**src/rtl/rv32i_types.sv**
```systemverilog
// Shared instruction-queue types for the issue stage: functional unit
// encoding and the decoded entry presented at the queue head.
package rv32i_types;

  // Default number of functional units in the back end.
  localparam int FU_COUNT = 4;

  // Architectural register index width.
  localparam int REG_IDX_W = 5;

  typedef enum logic [1:0] {
    FU_ALU = 2'd0,
    FU_MUL = 2'd1,
    FU_LSU = 2'd2,
    FU_BR  = 2'd3
  } fu_type_e;

  typedef struct packed {
    logic [REG_IDX_W-1:0] rd;
    logic [REG_IDX_W-1:0] rs1;
    logic [REG_IDX_W-1:0] rs2;
    logic                 uses_rs1;
    logic                 uses_rs2;
    logic                 writes_rd;
    fu_type_e             fu_type;
  } iq_entry_t;

endpackage

```
**src/rtl/reg_status_table.sv**
```systemverilog
// Scoreboard of architectural registers: a pending bit and the index of the
// functional unit that will produce each register. Completion clears by owner.
module reg_status_table
  import rv32i_types::*;
#(
  parameter int NUM_REGS = 32,
  parameter int NUM_FU   = FU_COUNT,
  localparam int RW      = $clog2(NUM_REGS),
  localparam int OW      = (NUM_FU > 1) ? $clog2(NUM_FU) : 1
) (
  input  logic              clk,
  input  logic              rst,
  input  logic              set_en_i,
  input  logic [RW-1:0]     set_reg_i,
  input  logic [OW-1:0]     set_owner_i,
  input  logic [NUM_FU-1:0] clr_mask_i,
  input  logic [RW-1:0]     rs1_i,
  input  logic [RW-1:0]     rs2_i,
  input  logic [RW-1:0]     rd_i,
  output logic              rs1_pend_o,
  output logic              rs2_pend_o,
  output logic              rd_pend_o
);

  logic [NUM_REGS-1:0] pend_q;
  logic [NUM_REGS-1:0] pend_d;
  logic [OW-1:0]       owner_q [NUM_REGS];
  logic [OW-1:0]       owner_d [NUM_REGS];

  // Next state: clear entries whose owner completed, then apply the new
  // allocation so a reissued destination ends up pending on its new owner.
  always_comb begin
    pend_d  = pend_q;
    owner_d = owner_q;
    for (int r = 0; r < NUM_REGS; r++) begin
      if (pend_q[r] && clr_mask_i[owner_q[r]]) begin
        pend_d[r] = 1'b0;
      end else begin
        pend_d[r] = pend_q[r];
      end
      // x0 is hardwired zero and never waits on a producer.
      if (set_en_i && (set_reg_i == RW'(r)) && (r != 0)) begin
        pend_d[r]  = 1'b1;
        owner_d[r] = set_owner_i;
      end else begin
        owner_d[r] = owner_q[r];
      end
    end
  end

  // Scoreboard state registers; reset abandons all outstanding tracking.
  always_ff @(posedge clk or posedge rst) begin
    if (rst) begin
      pend_q <= '0;
      for (int r = 0; r < NUM_REGS; r++) begin
        owner_q[r] <= '0;
      end
    end else begin
      pend_q  <= pend_d;
      owner_q <= owner_d;
    end
  end

  // Hazard reads see registered state only; no bypass from this cycle's done.
  assign rs1_pend_o = pend_q[rs1_i];
  assign rs2_pend_o = pend_q[rs2_i];
  assign rd_pend_o  = pend_q[rd_i];

endmodule

```
**src/rtl/issue_ctrl.sv**
```systemverilog
// In-order single-issue controller: checks structural, RAW and WAW hazards
// for the queue head, tracks unit occupancy and drains in-flight work after
// a branch mispredict while the writeback stage squashes results.
module issue_ctrl
  import rv32i_types::*;
#(
  parameter int NUM_FU   = FU_COUNT,
  parameter int NUM_REGS = 32
) (
  input  logic              clk,
  input  logic              rst,
  input  logic              iq_empty,
  input  iq_entry_t         iq_head,
  output logic              iq_deq,
  input  logic [NUM_FU-1:0] fu_ready,
  output logic [NUM_FU-1:0] fu_issue,
  output iq_entry_t         fu_issue_data,
  input  logic [NUM_FU-1:0] fu_done,
  input  logic              flush,
  output logic              wb_squash,
  output logic [31:0]       stall_cycles
);

  localparam int OW = (NUM_FU > 1) ? $clog2(NUM_FU) : 1;
  localparam int RW = $clog2(NUM_REGS);

  localparam logic [0:0] ST_RUN   = 1'b0;
  localparam logic [0:0] ST_DRAIN = 1'b1;

  logic [0:0]        state_q;
  logic [0:0]        state_d;
  logic [NUM_FU-1:0] busy_q;
  logic [NUM_FU-1:0] busy_d;
  logic [31:0]       stall_q;
  logic [31:0]       stall_d;

  logic [OW-1:0]     tgt_s;
  logic [NUM_FU-1:0] done_eff_s;
  logic [NUM_FU-1:0] issue_oh_s;
  logic              rs1_pend_s;
  logic              rs2_pend_s;
  logic              rd_pend_s;
  logic              hazard_s;
  logic              issue_s;

  assign tgt_s = OW'(iq_head.fu_type);

  // Completion on an idle unit carries no information and is dropped.
  assign done_eff_s = fu_done & busy_q;

  reg_status_table #(
    .NUM_REGS (NUM_REGS),
    .NUM_FU   (NUM_FU)
  ) u_rst (
    .clk         (clk),
    .rst         (rst),
    .set_en_i    (issue_s && iq_head.writes_rd && (iq_head.rd != 5'd0)),
    .set_reg_i   (iq_head.rd[RW-1:0]),
    .set_owner_i (tgt_s),
    .clr_mask_i  (done_eff_s),
    .rs1_i       (iq_head.rs1[RW-1:0]),
    .rs2_i       (iq_head.rs2[RW-1:0]),
    .rd_i        (iq_head.rd[RW-1:0]),
    .rs1_pend_o  (rs1_pend_s),
    .rs2_pend_o  (rs2_pend_s),
    .rd_pend_o   (rd_pend_s)
  );

  // Issue decision for the head instruction; outputs are held low in reset.
  always_comb begin
    hazard_s = (iq_head.uses_rs1  && rs1_pend_s) ||
               (iq_head.uses_rs2  && rs2_pend_s) ||
               (iq_head.writes_rd && rd_pend_s);
    if (!rst && (state_q == ST_RUN) && !iq_empty && !flush &&
        fu_ready[tgt_s] && !busy_q[tgt_s] && !hazard_s) begin
      issue_s    = 1'b1;
      issue_oh_s = {{(NUM_FU-1){1'b0}}, 1'b1} << tgt_s;
    end else begin
      issue_s    = 1'b0;
      issue_oh_s = '0;
    end
  end

  // Unit occupancy: completion frees a unit, a same-cycle issue re-claims it.
  always_comb begin
    busy_d = (busy_q & ~done_eff_s) | issue_oh_s;
  end

  // RUN/DRAIN sequencing; DRAIN lasts until every unit has gone idle.
  always_comb begin
    state_d = state_q;
    case (state_q)
      ST_RUN: begin
        if (flush) begin
          state_d = ST_DRAIN;
        end else begin
          state_d = ST_RUN;
        end
      end
      ST_DRAIN: begin
        if (flush) begin
          state_d = ST_DRAIN;
        end else if (busy_d == '0) begin
          state_d = ST_RUN;
        end else begin
          state_d = ST_DRAIN;
        end
      end
      default: begin
        state_d = ST_RUN;
      end
    endcase
  end

  // Head-blocked cycle counter, saturating at its maximum value.
  always_comb begin
    if ((state_q == ST_RUN) && !iq_empty && !issue_s && !flush &&
        (stall_q != 32'hFFFF_FFFF)) begin
      stall_d = stall_q + 32'd1;
    end else begin
      stall_d = stall_q;
    end
  end

  // Control state registers.
  always_ff @(posedge clk or posedge rst) begin
    if (rst) begin
      state_q <= ST_RUN;
      busy_q  <= '0;
      stall_q <= 32'd0;
    end else begin
      state_q <= state_d;
      busy_q  <= busy_d;
      stall_q <= stall_d;
    end
  end

  assign iq_deq        = issue_s;
  assign fu_issue      = issue_oh_s;
  assign fu_issue_data = iq_head;
  assign wb_squash     = !rst && (state_q == ST_DRAIN);
  assign stall_cycles  = stall_q;

endmodule

```
**config.mk**
```make
export PLATFORM = sky130hd
export DESIGN_NAME = issue_ctrl
export DESIGN_NICKNAME = d
export VERILOG_FILES = /design/src/rtl/rv32i_types.sv /design/src/rtl/reg_status_table.sv /design/src/rtl/issue_ctrl.sv
export SDC_FILE = /design/constraint.sdc
export NUM_CORES = 1
export LEC_CHECK = 0
export CAP_MARGIN = 20
export CORE_MARGIN = 2
export CORE_UTILIZATION = 50
export CTS_CLUSTER_DIAMETER = 60
export DETAILED_ROUTE_END_ITERATION = 6
export GPL_TIMING_DRIVEN = 0
export PLACE_DENSITY = 0.76
export SYNTH_ARGS = -nofsm -noshare
export SYNTH_HDL_FRONTEND = slang
export SYNTH_HIERARCHICAL = 1
export SYNTH_SLANG_ARGS = --single-unit
```
**constraint.sdc**
```tcl
create_clock -name clk -period 5.72 [get_ports clk]
set_clock_uncertainty 0.15 [all_clocks]
set_input_delay 0.572 -clock clk [delete_from_list [all_inputs] [get_ports clk]]
set_output_delay 0.572 -clock clk [all_outputs]
set_load 0.02 [all_outputs]
```
== After elaboration in Yosys (flattened, before gate mapping) ==
Index checks and enable logic that the tools add are counted.

* Shift operators: 1
* Eq/ne operators: 32
* Reduce and logical (&&, ||, !) cells: 119
* Bitwise gates (word level): 5
* Magnitude comparators: 35
* $add $sub $neg: 1
* Mux-type cells: 140

{| class="wikitable"
|+ Operators by type and width
! operator !! count
|-
| $mux 1 || 102
|-
| $lt 2x3->1 const B || 32
|-
| $eq 5x5->1 const B || 16
|-
| $logic_and 1x1->1 || 78
|-
| $bmux 1 s2 || 33
|-
| $reduce_bool 2->1 || 31
|-
| $eq 5x4->1 const B || 8
|-
| $add 32x1->32 const B || 1
|-
| $ne 32x32->1 const B || 1
|-
| $eq 5x3->1 const B || 4
|-
| $lt 5x6->1 const B || 3
|-
| $bmux 1 s5 || 3
|-
| $eq 5x2->1 const B || 2
|-
| $and 4x4->4 || 2
|-
| $logic_not 1->1 || 6
|-
| $eq 5x1->1 const B || 1
|-
| $reduce_bool 5->1 || 1
|-
| $logic_not 4->1 || 1
|-
| $mux 4 || 1
|-
| $not 4->4 || 1
|-
| $or 4x4->4 || 1
|-
| $shl 1x2->4 const A || 1
|-
| $logic_or 1x1->1 || 2
|-
| $pmux 1 s2 || 1
|-
| $not 1->1 || 1
|}

* Flip-flop bits (word level): 130
* Input bits: 32
* Output and inout bits: 58

== Logic depth before layout (Yosys ltp) ==
Gate-level depths: netlist of run 1.

* Depth after elaboration: 13
* Depth in mapped cells: 15

== Hierarchy ==
The synthesis of run 1 kept the hierarchy.

{| class="wikitable"
|+ By module, submodules not included
! module !! cells each !! seq. area each (um^2) !! times used !! area each (um^2)
|-
| reg_status_table || 431 || 2327.2 || 1 || 5237.5
|-
| issue_ctrl || 211 || 925.9 || 1 || 2140.8
|}

== Least setup slack after synthesis of run 1 ==
No wires, ideal clock.

* Path type: in2reg
* Start point: input iq_head[5] in the netlist's numbering
* End point: register u_rst/owner_q[4] in the netlist's numbering
* Stages: 14
* Slack: 1949 ps
* Arrival time: 3497 ps
* Buffers on the path: 2
* Required time: 5445 ps
* Setup time: 125 ps
* Path through: buf_2 mux4_2 nand2b_1 o211ai_1 nand4_1 a22oi_1 nand2_1 nor3b_2 o311a_1 nand2_1 or2_1 buf_2 nor2_1 mux2_2

* Word-level cells in the longest chain between the ends: 11

{| class="wikitable"
|+ Ends and longest elaborated chain
! element !! line !! source
|-
| start: declaration || issue_ctrl.sv:13 || <nowiki>input iq_entry_t iq_head,</nowiki>
|-
| $bmux 1 s5 || reg_status_table.sv:66 || <nowiki>assign rs2_pend_o = pend_q[rs2_i];</nowiki>
|-
| $mux 1 (not written as such) || reg_status_table.sv:66 ||
|-
| via rs2_pend_s || issue_ctrl.sv:41 || <nowiki>logic rs2_pend_s;</nowiki>
|-
| $logic_and 1x1->1 || issue_ctrl.sv:72 || <nowiki>(iq_head.uses_rs2 && rs2_pend_s) ||</nowiki>
|-
| $logic_or 1x1->1 || issue_ctrl.sv:71 || <nowiki>hazard_s = (iq_head.uses_rs1 && rs1_pend_s) ||</nowiki>
|-
| $logic_or 1x1->1 || issue_ctrl.sv:72 ||
|-
| $logic_not 1->1 || issue_ctrl.sv:75 || <nowiki>fu_ready[tgt_s] && !busy_q[tgt_s] && !hazard_s) begin</nowiki>
|-
| $logic_and 1x1->1 || issue_ctrl.sv:75 ||
|-
| $mux 1 || issue_ctrl.sv:74 || <nowiki>if (!rst && (state_q == ST_RUN) && !iq_empty && !flush &&</nowiki>
|-
| via iq_deq || issue_ctrl.sv:14 || <nowiki>output logic iq_deq,</nowiki>
|-
| $logic_and 1x1->1 (2 in series) || issue_ctrl.sv:57 || <nowiki>.set_en_i (issue_s && iq_head.writes_rd && (iq_head.rd != 5'd0)),</nowiki>
|-
| $logic_and 1x1->1 || reg_status_table.sv:42 || <nowiki>if (set_en_i && (set_reg_i == RW'(r)) && (r != 0)) begin</nowiki>
|-
| end signal: assignment || reg_status_table.sv:60 || <nowiki>owner_q <= owner_d;</nowiki>
|-
| end: declaration || reg_status_table.sv:27 || <nowiki>logic [OW-1:0] owner_q [NUM_REGS];</nowiki>
|}

The timed path passes the listed nets, and every way through them passes these cells. The select of a mux whose other input is x is not followed.
A chain may end at the register's enable or synchronous reset.

== Worst setup path in the final report of run 1 ==
* Start point: input iq_head[15] in the netlist's numbering
* End point: output fu_issue[0]

* Word-level cells in the longest chain between the ends: 7

{| class="wikitable"
|+ Ends and longest elaborated chain
! element !! line !! source
|-
| $bmux 1 s5 || reg_status_table.sv:67 || <nowiki>assign rd_pend_o = pend_q[rd_i];</nowiki>
|-
| $mux 1 (not written as such) || reg_status_table.sv:67 ||
|-
| via rd_pend_s || issue_ctrl.sv:42 || <nowiki>logic rd_pend_s;</nowiki>
|-
| $logic_and 1x1->1 || issue_ctrl.sv:73 || <nowiki>(iq_head.writes_rd && rd_pend_s);</nowiki>
|-
| $logic_or 1x1->1 || issue_ctrl.sv:72 ||
|-
| $logic_not 1->1 || issue_ctrl.sv:75 ||
|-
| $logic_and 1x1->1 || issue_ctrl.sv:75 ||
|-
| $mux 4 || issue_ctrl.sv:74 ||
|-
| end: declaration || issue_ctrl.sv:16 || <nowiki>output logic [NUM_FU-1:0] fu_issue,</nowiki>
|}

The timed path passes the listed nets, and every way through them passes these cells. The select of a mux whose other input is x is not followed.

==> results of run 1 <==
critical path, stage by stage:
cell             delay, ns
clkdlybuf4s50_1       0.74
buf_2                 0.30
mux4_2                0.50
nand2b_1              0.16
o211ai_1              0.12
nand4_1               0.14
a22oi_1               0.22
nand2_1               0.12
nor3b_2               0.48
nor3b_1               0.29
clkdlybuf4s50_1       0.66
area by class of cell:
class / count / area (µm²)
timing repair buffer: 85 / 886
clock buffer: 23 / 488
multi-input combinational: 412 / 3640
buffer: 60 / 330
tap: 184 / 230
clock inverter: 9 / 175
inverter: 40 / 153
fill: 1079 / 5320
sequential: 130 / 3250
sequential cells by signal (all words and copies together), names as in the netlist:
register / cells
u_rst/pend_q: 31
stall_cycles: 32
u_rst/owner_q: 62
state_q: 1
busy_q: 4
layer usage:
layer | share of wire (%) | global-route usage, % | vias up
li1 | - | - | 2533
met1 | 40 | 33.4 | 2882
met2 | 49 | 40.2 | 292
met3 | 7.7 | 5.48 | 44
met4 | 3.3 | 9.93 | 0
met5 | 0 | 0 | -
metrics by stage:
step                total power, mW  std cells  setup WS [ns]  cell area (µm²)
global placement               1.43        909          0.740             8440
global route                   2.74        943          0.484             9160
detailed placement             1.45        911          0.723             8500
finish                         2.65        943          0.674             9160
CTS                            2.66        943          0.731             9160
floorplan                      1.27        642           1.95             7380
synthesized netlist by cell type, drive strengths merged (8+ instances only):
| library cell | instances | area, µm² |
|---|---|---|
| nand3 | 25 | 125 |
| nor2b | 9 | 56.3 |
| clkbuf | 22 | 82.6 |
| buf | 38 | 248 |
| xor2 | 25 | 219 |
| dfrtp | 130 | 3250 |
| o22ai | 12 | 75.1 |
| mux2 | 65 | 739 |
| nand2b | 24 | 158 |
| nor4 | 15 | 109 |
| nor3 | 17 | 95.1 |
| mux4 | 41 | 923 |
| mux2i | 21 | 210 |
| inv | 40 | 150 |
| nand2 | 35 | 131 |
| nor2 | 25 | 93.8 |
| o21ai | 21 | 105 |
| nand4 | 8 | 56.3 |
path summary, 6_finish.rpt:
kind | from | depth (start not counted) | to
max in group asynchronous | rst | 3 | u_rst/pend_q[6]$_DFFE_PP0P_
setup / recovery | iq_head[15] | 11 | fu_issue[0]
setup reg to reg | u_rst/pend_q[7]$_DFFE_PP0P_ | 11 | u_rst/owner_q[56]$_DFFE_PP0P_
hold reg to reg | stall_cycles[30]$_DFFE_PP0P_ | 1 | stall_cycles[30]$_DFFE_PP0P_
min in group asynchronous | rst | 2 | u_rst/pend_q[7]$_DFFE_PP0P_
hold / removal | stall_cycles[30]$_DFFE_PP0P_ | 1 | stall_cycles[30]$_DFFE_PP0P_
where the power goes:
| group | internal, mW | switching, mW |
|---|---|---|
| registers | 0.984 | 0.0908 |
| clock network | 0.818 | 0.388 |
| logic | 0.175 | 0.194 |
| total | 1.98 | 0.673 |
cells by family after synthesis:
group,count (synthesis),share of synthesized area (%)
simple gates,185,14.3
flops,130,44.1
mux,127,25.4
buf+inv,100,6.51
compound gates,70,6.12
xor+xnor,29,3.44
fa+ha+maj,1,0.170
==> results.cfg, run 1 <==
[sta]
tightest_slew_ns = 0.726
hold_slack_ns = 0.341
fmax_mhz = 198
period_needed_ns = 5.05
slew_violations = 0
fin_crit_sh_pct = 88.2
rsz0062_at_grt = false
finalSetupTns_ns = 0
timing.slew.headroom_pct = 51.6
setup_viol = 0
hold_viol = 0

[drt]
wire_per_inst_um = 20.2
firstDrtPassIters = 5
drt_iter0_drc = 501
remaining_drc_errors = 0
ant_nets = 0
vias = 5751
viasPerCell = 6.10
wl_mm = 19.1

[clocking]
htree_levels = 4
hold_buffers = 0
clk_latency_ns = 0.42
clock_sinks = 130
root_buffer = clkbuf_16
numCtsBuffers = 17
cts_buffer_depth = 2
clkTransAtPathRegs_ns = 0.06
post-cts-setup-buffers = 0
ctsResizeCount = 0
cts_tree = done

[floorplanning]
die_area_mm2 = 0.0157
die_height_um = 125
io_pins = 90
initial_utilization_pct = 51.0
die_w_um = 125
design.core.area_mm2 = 0.0145
placementRows = 44

[global_route]
grt_antenna_before_repair = 0
grt_pass1_vias = 5765
grt_pass1_wl_mm = 31.1
track_usage_pct = 25.0
grt-ovfl-total = 0
grt_max_degree = 51

[worst_setup_path]
cp_max_fo = 10
arrival_ns = 4.32
critPathRequiredTime_ns = 5.00
ff2ff_setup_slack_ns = 1.83
cp-start-kind = input port
criticalPathCategory = input port to output port
cp-end-kind = output port

[placed_design]
gp_congestion = 0.952
hpwl_mm = 13.7
io_buffers = 83

[yosys]
yosysSeqAreaShare_pct = 44.1
ys_ff_latch = 130
ys.flop_type = dfrtp_1
synth_nets = 675
avgSynthCellArea_um2 = 11.5
synthArstFlopShare_pct = 100
ys_warn_count = 6
synth_cell_types = 51
syn-cell-area_mm2 = 0.00738
synth_edf_count = 0
syn-instance-count = 642

[layout]
final_core_util_pct = 63.3
layout_commonest_cell = dfrtp_1
area_growth_pct = 24.1
final_nets = 779
n_antenna_cell = 0
layout_common_cells = 130 x dfrtp_1, 83 x clkdlybuf4s50_1, 60 x mux2_2
drive_gt1_share_pct = 24.6

[hold_path]
min_path_type = register to register

[run_status]
status = completed

[power]
p_per_area_mw_per_mm2 = 289
irDropWorstVdd_mv = 0.195
leakagePower_nw = 4.13

[flow_run]
maxCapViolCount = 0
Note: power is estimated with default switching activity, not from simulation.
==> run 2: changes to the inputs <==
--- a/config.mk
+++ b/config.mk
@@ -6,4 +6,5 @@
 export NUM_CORES = 1
 export LEC_CHECK = 0
+export ABC_AREA = 0
 export CAP_MARGIN = 20
 export CORE_MARGIN = 2
==> constraint.sdc (replaced) <==
create_clock -name clk -period 5.72 [get_ports clk]
set_clock_uncertainty 0.15 [all_clocks]
set_input_delay 1.144 -clock clk [delete_from_list [all_inputs] [get_ports clk]]
set_output_delay 1.144 -clock clk [all_outputs]
set_load 0.02 [all_outputs]
==> results.cfg, run 2 (same netlist as run 1, synthesis figures left out) <==
[power]
irDropWorstVdd_mv = 0.187
leakagePower_nw = 4.20
p_per_area_mw_per_mm2 = 288
finalPower_mw = 2.65

[worst_setup_path]
slowest_delay_ns = 0.63
slowest_stage = clkdlybuf4s50_1
criticalPathCategory = input port to output port
arrival_ns = 4.24
cp_max_fo = 14
worst_path_dominant_cell_family = buffers and inverters
cp-start-kind = input port
cp-end-kind = output port
crit_buf_inv = 3
cp_cell_sequence = clkdlybuf4s50_1, buf_2, mux2i_1, a22oi_1, nand3_1, nand4_1, a22oi_1, nand2_1, nor3b_4, and3_1, clkdlybuf4s50_1
critPathRequiredTime_ns = 4.43

[floorplanning]
io_pins = 90
die_area_mm2 = 0.0157
die_w_um = 125
placementRows = 44
initial_utilization_pct = 51.0
design.core.area_mm2 = 0.0145
die_height_um = 125

[sta]
setup_viol = 0
rsz0062_at_grt = false
tightest_slew_ns = 0.730
timing.slew.headroom_pct = 51.2
fin_crit_sh_pct = 96.7
fmax_mhz = 181
period_needed_ns = 5.53
hold_viol = 0
hold_slack_ns = 0.340
slew_violations = 0

[layout]
top_register = u_rst/owner_q
layout_commonest_cell = dfrtp_1
final_nets = 781
layout.cells.non_filler = 945
largest_reg_flops = 62
drive_gt1_share_pct = 25.1
fillCellCount = 1076
area_growth_pct = 24.6
final_core_util_pct = 63.5
layout_common_cells = 130 x dfrtp_1, 79 x clkdlybuf4s50_1, 60 x mux2_2
n_antenna_cell = 0

[placed_design]
hpwl_mm = 13.7
gp_congestion = 0.952
io_buffers = 83
dp.cells = 911

[clocking]
htree_levels = 4
clk_latency_ns = 0.41
clkTransAtPathRegs_ns = 0.06
root_buffer = clkbuf_16
numCtsBuffers = 17
cts_buffer_depth = 2
clock_sinks = 130
cts_tree = done
hold_buffers = 0

[drt]
firstDrtPassIters = 5
ant_nets = 0
wl_mm = 19.2
drt_iter0_drc = 524
wire_per_inst_um = 20.3
remaining_drc_errors = 0
viasPerCell = 6.07
vias = 5739

[global_route]
grt_pass1_wl_mm = 31.2
grt-ovfl-total = 0
grt_pass1_vias = 5788
track_usage_pct = 25.1
grt_antenna_before_repair = 0
grt_max_degree = 51

[hold_path]
min_path_type = register to register

[run_status]
status = completed

[flow_run]
maxCapViolCount = 0
==> run 2: cell types whose count changed in the layout (fill, tap and decap cells not counted) <==
cell	before	now
dlygate4sd2_1	0	1
clkdlybuf4s15_2	0	1
nor3b_2	2	1
buf_4	23	26
dlymetal6s2s_1	0	2
clkdlybuf4s50_1	83	79
clkbuf_1	24	23
clkbuf_2	0	1
nor3b_4	0	1
buf_2	15	14
==> run 2: final timing paths <==
| path | startpoint | to | slack, ns | depth (start not counted) |
|---|---|---|---|---|
| min in group asynchronous | rst | u_rst/pend_q[25]$_DFFE_PP0P_ | 1.10 | 2 |
| worst max register to register | u_rst/pend_q[7]$_DFFE_PP0P_ | u_rst/owner_q[6]$_DFFE_PP0P_ | 1.87 | 13 |
| max in group asynchronous | rst | u_rst/pend_q[6]$_DFFE_PP0P_ | 3.66 | 3 |
| worst min register to register | stall_cycles[30]$_DFFE_PP0P_ | stall_cycles[30]$_DFFE_PP0P_ | 0.34 | 1 |
| worst max-delay path | iq_head[17] | fu_issue[3] | 0.19 | 11 |
| worst min-delay path | stall_cycles[30]$_DFFE_PP0P_ | stall_cycles[30]$_DFFE_PP0P_ | 0.34 | 1 |
==> run 2: metrics by stage <==
step / TNS (ns) / worst slack (ns) / cell area, µm²
after CTS: 0 / 0.00798 / 9170
after global routing: 0 / 0.00963 / 9190
after global placement: -1.49 / -0.404 / 8440
after floorplan: 0 / 0.962 / 7380
final: 0 / 0.187 / 9190
after detailed placement: -1.58 / -0.408 / 8500
==> run 2: power breakdown <==
group / internal, mW / switching [mW]
Combinational: 0.175 / 0.195
Sequential: 0.984 / 0.0909
Clock: 0.818 / 0.385
==> run 2: metal layers <==
layer	vias to the layer above	track usage [%]	wire length, µm	share of wire (%)
li1	2533	-	-	-
met1	2903	33.4	7990	42
met2	256	40.0	9340	49
met3	47	5.48	1230	6.4
met4	0	10.5	653	3.4
met5	-	0	0	0
==> run 2: what timing repair did <==
action	CTS	global route
gates cloned	0	0
endpoints found under the setup margin	5	4
setup buffers	0	3
gates resized for setup	6	2
pin swaps	0	1
==> run 2: final cells by class <==
type | count | area (µm²) | area share (%)
flip-flops and latches | 130 | 3250 | 35.4
well taps | 184 | 230 | 2.51
plain buffers | 59 | 327 | 3.55
clock inverters | 9 | 175 | 1.91
clock buffers | 23 | 488 | 5.31
multi-input cells | 412 | 3650 | 39.7
repair buffers | 88 | 913 | 9.94
inverters | 40 | 153 | 1.66
==> run 3: changes to the inputs <==
Clock period 5.72 ns to 5.5 ns, I/O delays scaled along.
==> results.cfg, run 3 (same netlist as run 1, synthesis figures left out) <==
[run_status]
status = completed

[clocking]
numCtsBuffers = 17
htree_levels = 4
root_buffer = clkbuf_16
clkTransAtPathRegs_ns = 0.06
clk_latency_ns = 0.42
cts_tree = done
clock_sinks = 130
cts_buffer_depth = 2

[layout]
top_register = u_rst/owner_q
layout_commonest_cell = dfrtp_1
fin_area_mm2 = 0.00920
seq_area_mm2 = 0.00325
final_nets = 783
drive_gt1_share_pct = 25.3
area_growth_pct = 24.7
layout.cells.non_filler = 947
n_antenna_cell = 0
multi_input_area_mm2 = 0.00365
largest_reg_flops = 62
final_core_util_pct = 63.6
fillCellCount = 1076
layout_common_cells = 130 x dfrtp_1, 78 x clkdlybuf4s50_1, 60 x mux2_2

[drt]
drt_iter0_drc = 555
ant_nets = 0
wl_mm = 19.2
wire_per_inst_um = 20.3
viasPerCell = 6.01
remaining_drc_errors = 0
vias = 5691
firstDrtPassIters = 5

[sta]
tightest_slew_ns = 0.727
hold_slack_ns = 0.341
fmax_mhz = 186
fin_crit_sh_pct = 97.6
hold_viol = 0
timing.slew.headroom_pct = 51.5
period_needed_ns = 5.37
finalSetupTns_ns = 0
slew_violations = 0
setup_slack_ns = 0.131
setup_viol = 0

[worst_setup_path]
worst_path_dominant_cell_family = buffers and inverters
crit_buf_inv = 3
cp_max_fo = 10
cp_cell_sequence = dlygate4sd2_1, clkbuf_2, mux4_2, nand2b_1, o211ai_1, nand4_1, a22oi_1, nand2_1, nor3b_4, and3_1, clkdlybuf4s50_1
slowest_delay_ns = 0.63
arrival_ns = 4.12
critPathRequiredTime_ns = 4.25
cp-end-kind = output port
criticalPathCategory = input port to output port
cp-start-kind = input port
slowest_stage = clkdlybuf4s50_1

[power]
p_per_area_mw_per_mm2 = 299
leakagePower_nw = 4.20
finalPower_mw = 2.76
irDropWorstVdd_mv = 0.207

[global_route]
grt_antenna_before_repair = 0
grt_pass1_wl_mm = 31.2
track_usage_pct = 25.1
grt_max_degree = 51
grt_pass1_vias = 5780
grt-ovfl-total = 0

[floorplanning]
die_w_um = 125
initial_utilization_pct = 51.0
io_pins = 90
design.core.area_mm2 = 0.0145
placementRows = 44
die_area_mm2 = 0.0157
die_height_um = 125

[placed_design]
hpwl_mm = 13.7
dp.cells = 911
gp_congestion = 0.952
post-place-ws_ns = -0.540
place_area_mm2 = 0.00850
io_buffers = 83

[hold_path]
min_path_type = register to register

[flow_run]
maxCapViolCount = 0
==> run 3: power by group <==
| group | switching [mW] | total, mW | internal (mW) |
|---|---|---|---|
| Sequential | 0.0946 | 1.12 | 1.02 |
| Clock | 0.402 | 1.25 | 0.851 |
| Combinational | 0.203 | 0.386 | 0.183 |
==> run 3: worst reg2reg max path: cells and delay by family, from the launching register on <==
kind                   cells  cell delay (ns)
muxes                      2             0.88
buffers and inverters      1             0.17
AOI/OAI and AO/OA          3             0.63
and+or+nand+nor            6             1.42
DFF                        1             0.44
==> run 3: timing repair <==
action | in CTS | in global routing
pin swaps | 1 | 1
hold endpoints to repair | 0 | 0
hold buffers | 0 | 0
buffers inserted | 2 | 2
setup endpoints to repair | 5 | 5
gates resized for setup | 7 | 3
==> run 3: path summary, 6_finish.rpt <==
kind	startpoint	end	slack [ns]	depth (start not counted)
hold reg to reg	stall_cycles[30]$_DFFE_PP0P_	stall_cycles[30]$_DFFE_PP0P_	0.34	1
setup reg to reg	u_rst/pend_q[7]$_DFFE_PP0P_	u_rst/owner_q[25]$_DFFE_PP0P_	1.70	12
max in group asynchronous	rst	u_rst/pend_q[6]$_DFFE_PP0P_	3.51	3
setup / recovery	iq_head[16]	fu_issue[3]	0.13	11
hold / removal	stall_cycles[30]$_DFFE_PP0P_	stall_cycles[30]$_DFFE_PP0P_	0.34	1
min in group asynchronous	rst	u_rst/pend_q[25]$_DFFE_PP0P_	1.05	2
==> run 3: layer usage <==
| metal | vias to the layer above | global-route usage (%) | share of wire, % |
|---|---|---|---|
| li1 | 2538 | - | - |
| met1 | 2872 | 33.6 | 41 |
| met2 | 239 | 40.3 | 49 |
| met3 | 42 | 5.35 | 7.0 |
| met4 | 0 | 9.87 | 3.1 |
| met5 | - | 0 | 0 |
==> run 3: final cells by class <==
type | count | area share (%)
Buffer | 60 | 3.63
Tap cell | 184 | 2.50
Clock buffer | 23 | 5.30
Timing Repair Buffer | 89 | 9.99
Sequential cell | 130 | 35.3
Clock inverter | 9 | 1.90
Inverter | 40 | 1.66
Multi-Input combinational cell | 412 | 39.7
